$ cat src/rtl/multi_edge_detector.sv
// Multi-channel input conditioner: synchroniser, optional debouncer, per-channel edge pulse and sticky flag.
// Define MULTI_EDGE_DETECTOR_DEBOUNCE_EN to build the debounce counters; otherwise level follows the synchroniser.
module multi_edge_detector #(
    parameter int   CHANNELS        = 4,
    parameter int   SYNC_STAGES     = 2,
    parameter int   DEBOUNCE_CYCLES = 250000,
    parameter logic IDLE_LEVEL      = 1'b1
) (
    input  logic                  clk,
    input  logic                  rst,
    input  logic                  enable,
    input  logic [CHANNELS-1:0]   data,
    input  logic [2*CHANNELS-1:0] select_edge,
    input  logic [CHANNELS-1:0]   event_clr,
    output logic [CHANNELS-1:0]   pulso,
    output logic [CHANNELS-1:0]   event_flag,
    output logic [CHANNELS-1:0]   level
);

    typedef enum logic [1:0] {
        EDGE_FALL     = 2'b00,
        EDGE_RISE     = 2'b01,
        EDGE_BOTH     = 2'b10,
        EDGE_BOTH_ALT = 2'b11
    } edge_sel_e;

    if (SYNC_STAGES < 2 || DEBOUNCE_CYCLES < 1) begin : g_param_check
        $error("multi_edge_detector: SYNC_STAGES must be >= 2 and DEBOUNCE_CYCLES >= 1");
    end

    for (genvar i = 0; i < CHANNELS; i++) begin : g_ch
        logic [SYNC_STAGES-1:0] sync_q;
        logic                   sync_out;
        logic                   level_q;
        logic                   pulse_q;
        logic                   flag_q;
        logic                   change;
        logic                   edge_match;
        edge_sel_e              sel;

        assign sync_out = sync_q[SYNC_STAGES-1];
        assign sel      = edge_sel_e'(select_edge[2*i +: 2]);

        // NOTE: clocked state uses non-blocking assignments so every register samples pre-edge values.
        always_ff @(posedge clk) begin
            if (rst) sync_q <= {SYNC_STAGES{IDLE_LEVEL}};
            else     sync_q <= {sync_q[SYNC_STAGES-2:0], data[i]};
        end

`ifdef MULTI_EDGE_DETECTOR_DEBOUNCE_EN
        localparam int               CNT_W    = $clog2(DEBOUNCE_CYCLES + 1);
        localparam logic [CNT_W-1:0] CNT_LAST = CNT_W'(DEBOUNCE_CYCLES - 1);

        logic [CNT_W-1:0] cnt_q;
        logic             differs;

        // Disabled channels count as "no difference", so a stalled debounce restarts from zero.
        assign differs = enable && (sync_out != level_q);
        assign change  = differs && (cnt_q == CNT_LAST);

        always_ff @(posedge clk) begin
            if (rst || !differs || change) cnt_q <= '0;
            else                           cnt_q <= cnt_q + 1'b1;
        end
`else
        assign change = enable && (sync_out != level_q);
`endif

        // NOTE: the default assignment ahead of the case keeps this block free of inferred latches.
        always_comb begin
            edge_match = 1'b0;
            case (sel)
                EDGE_FALL: edge_match = !sync_out;
                EDGE_RISE: edge_match = sync_out;
                default:   edge_match = 1'b1;
            endcase
        end

        // A new detection outranks a simultaneous clear so no event is lost.
        always_ff @(posedge clk) begin
            if (rst) begin
                level_q <= IDLE_LEVEL;
                pulse_q <= 1'b0;
                flag_q  <= 1'b0;
            end else begin
                if (change) level_q <= sync_out;
                pulse_q <= change && edge_match;
                if (change && edge_match) flag_q <= 1'b1;
                else if (event_clr[i])    flag_q <= 1'b0;
            end
        end

        assign level[i]      = level_q;
        assign pulso[i]      = pulse_q;
        assign event_flag[i] = flag_q;
    end

endmodule
$ cat config.mk
export PLATFORM = sky130hd
export DESIGN_NAME = multi_edge_detector
export DESIGN_NICKNAME = d
export VERILOG_FILES = /design/src/rtl/multi_edge_detector.sv
export SDC_FILE = /design/constraint.sdc
export NUM_CORES = 1
export LEC_CHECK = 0
export CAP_MARGIN = 20
export CORE_MARGIN = 4
export CORE_UTILIZATION = 30
export CTS_BUF_LIST = sky130_fd_sc_hd__clkbuf_8 sky130_fd_sc_hd__clkbuf_16
export DETAILED_ROUTE_END_ITERATION = 10
export PLACE_DENSITY_LB_ADDON = 0.15
export SETUP_SLACK_MARGIN = 0.15
export SYNTH_ARGS = -nofsm -noshare
export SYNTH_HDL_FRONTEND = slang
export SYNTH_SLANG_ARGS = --single-unit
$ cat constraint.sdc
create_clock -name clk -period 2.08 [get_ports clk]
set_clock_uncertainty 0.1 [all_clocks]
set_input_delay 0.416 -clock clk [delete_from_list [all_inputs] [get_ports clk]]
set_output_delay 0.416 -clock clk [all_outputs]
set_load 0.03 [all_outputs]
==> qor.yml <==
worst_setup_path:
  r2r-end: "g_ch[0].flag_q$_SDFFE_PP0P_"
  critPathTopFamily: "buffers and inverters"
  start_kind: "register"
  arrival_ns: 1.31
  rr_worst_depth: 3
  r2r_start: "g_ch[0].level_q$_SDFFE_PP1P_"
  worst_path_max_delay_cell: "clkdlybuf4s50_1"
  required_ns: 1.56
  crit_fanout: 4
  rrSetupSlack_ns: 1.15
  path_cells: "clkdlybuf4s50_1"
  max_stage_delay_ns: 0.69
  critPathKind: "reg2out"
  cp-end-kind: "output port"
  critPathBufInv: 1
  cp-startpoint: "g_ch[1].level_q$_SDFFE_PP1P_"
  critPathCapture: "level[1]"
  cp.depth: 1
logic_synthesis:
  syn_area_sq_um: 802
  yosys_register_bits: 20
  netlist_top_cells_count: "dfxtp_1, buf_4, nor2_1, nor2b_1, or2_2"
  synth_top_area_share_pct: 49.9
  postSynthAreaPerCell_sq_um: 9.66
  yosys_warnings: 0
  seq_area_frac_synth_pct: 49.9
  async_flop_share_pct: 0
  yosysMostFrequentCell: "dfxtp_1"
  synth_ff_type: "dfxtp_1"
  syn_inst: 83
  syn-num-nets: 102
  yosys.area.top_type: "dfxtp_1"
  synth_edf_count: 0
  yosysUniqueCellTypes: 13
  yosys-top-cells-area: "dfxtp_1, buf_4, nor2b_1"
pwr:
  p_sw_share_pct: 22.1
  pwr-share-seq_pct: 53.0
  p_leak_uw: 0.000408
  clockPowerShare_pct: 31.3
  combPwrFrac_pct: 15.7
  vdd_drop_max_mv: 0.488
  p_int_uw: 600
  power_switching_uw: 170
  power.density_nw_per_um2: 711
grt:
  grt_usage_pct: 8.37
  first_global_vias: 521
  grt_max_degree: 11
  antenna_found_initial: 0
  grt_pass1_wl_mm: 2.21
  grt_overflow: 0
floorplanning:
  rows: 18
  initial_core_util_pct: 31.8
  die_h_microns: 59.7
  coreArea_sq_um: 2520
  dieArea_sq_um: 3560
  die_w_microns: 59.7
  io_pins: 31
timing:
  slew_headroom_pct: 77.8
  setup_violations: 0
  tightest_slew_ns: 0.331
  fmax_mhz: 549
  layout_setup_ws_ns: 0.257
  finalCritPeriodShare_pct: 87.6
  tns_ns: 0
  slew_viol_final: 0
  post-route-min-period_ns: 1.82
  hold_violations: 0
  rsz0062_at_grt: "no"
place:
  dp.cells: 131
  io_buffers: 30
  hpwl_mm: 1.09
  gp_congestion: 0.638
  place_worst_setup_slack_ns: 0.381
clock_tree:
  clkTransAtPathRegs_ns: 0.07
  cts_setup_buffers: 0
  htree_levels: 1
  cts_resized: 0
  cts.sinks: 20
  root_buffer: "clkbuf_8"
  postCtsHoldBufs: 0
  numCtsBuffers: 3
  clk_latency_ns: 0.25
  cts_tree: "done"
  cts_buffer_depth: 2
detailed_routing:
  wl_per_cell_microns: 10.2
  via_count: 564
  wl_mm: 1.37
  first_iter_violations: 12
  remaining_drc_errors: 0
  via_per_inst: 4.21
  dr.pass1.iters: 2
  drtAntennaViolNets: 0
finish:
  fin_nets: 125
  utilization_pct: 43.0
  diodes: 0
  fin_cells: 134
  drive_above_1_share_pct: 13.5
  area_delta_synth_final_pct: 35.1
hold_path:
  hold_path.class: "reg2reg"
outcome:
  outcome: "completed"
run:
  maxCapViolations: 0
worst min path at each step:
stage	from	end	cells past startpoint
3_5_place_dp	g_ch[2].sync_q[0]$_SDFF_PP1_	g_ch[2].sync_q[1]$_SDFF_PP1_	1
6_report	g_ch[2].sync_q[0]$_SDFF_PP1_	g_ch[2].sync_q[1]$_SDFF_PP1_	1
5_1_grt	g_ch[2].sync_q[0]$_SDFF_PP1_	g_ch[2].sync_q[1]$_SDFF_PP1_	1
2_1_floorplan	g_ch[1].sync_q[0]$_SDFF_PP1_	g_ch[1].sync_q[1]$_SDFF_PP1_	1
4_1_cts	g_ch[2].sync_q[0]$_SDFF_PP1_	g_ch[2].sync_q[1]$_SDFF_PP1_	1
3_3_place_gp	g_ch[3].sync_q[0]$_SDFF_PP1_	g_ch[3].sync_q[1]$_SDFF_PP1_	1
kinds of logic after synthesis:
family / count (synthesis) / share of synthesized area [%]
DFF: 20 / 49.9
AOI/OAI and AO/OA: 16 / 13.7
and+or+nand+nor: 33 / 22.3
buffers and inverters: 14 / 14.0
stage by stage:
stage	area [sq um]	hold slack (ns)	power (uW)
after floorplan	802	0.289	491
after global placement	1040	0.294	538
after detailed placement	1040	0.293	540
after CTS	1080	0.309	783
after global routing	1080	0.318	812
final	1080	0.308	770
power by group through the flow:
stage	sequential, uW	combinational [uW]	clock (uW)
after CTS	409	123	252
final	409	121	241
after detailed placement	418	122	0
after global routing	411	131	270
after global placement	417	121	0
after floorplan	415	75.9	0
sequential cells by signal, summed over array words and instances, names as in the netlist:
signal        cells
g_ch.sync_q       8
g_ch.flag_q       4
g_ch.pulse_q      4
g_ch.level_q      4
layout make-up:
cell class,count,area (sq um)
Timing Repair Buffer,32,315
Sequential cell,20,400
Tap cell,30,37.5
Clock buffer,3,41.3
Fill cell,273,1440
Multi-Input combinational cell,49,289
routing by layer:
| layer | global-route usage [%] | up-vias | part of all wire [%] |
|---|---|---|---|
| li1 | - | 302 | - |
| met1 | 8.99 | 244 | 40 |
| met2 | 13.9 | 15 | 50 |
| met3 | 4.54 | 3 | 9.0 |
| met4 | 2.85 | 0 | 0.66 |
| met5 | 0 | - | 0 |
cell usage in the layout (no fill, tap or decap), drive strengths merged:
cell type and count:
a211o 4, a2bb2oi 4, buf 2, clkbuf 3, clkdlybuf4s50 30, dfxtp 20, nand2 4, nand2b 5
nor2 8, nor2b 8, o21ai 8, or2 8
Power figures use the tool's default switching activity.
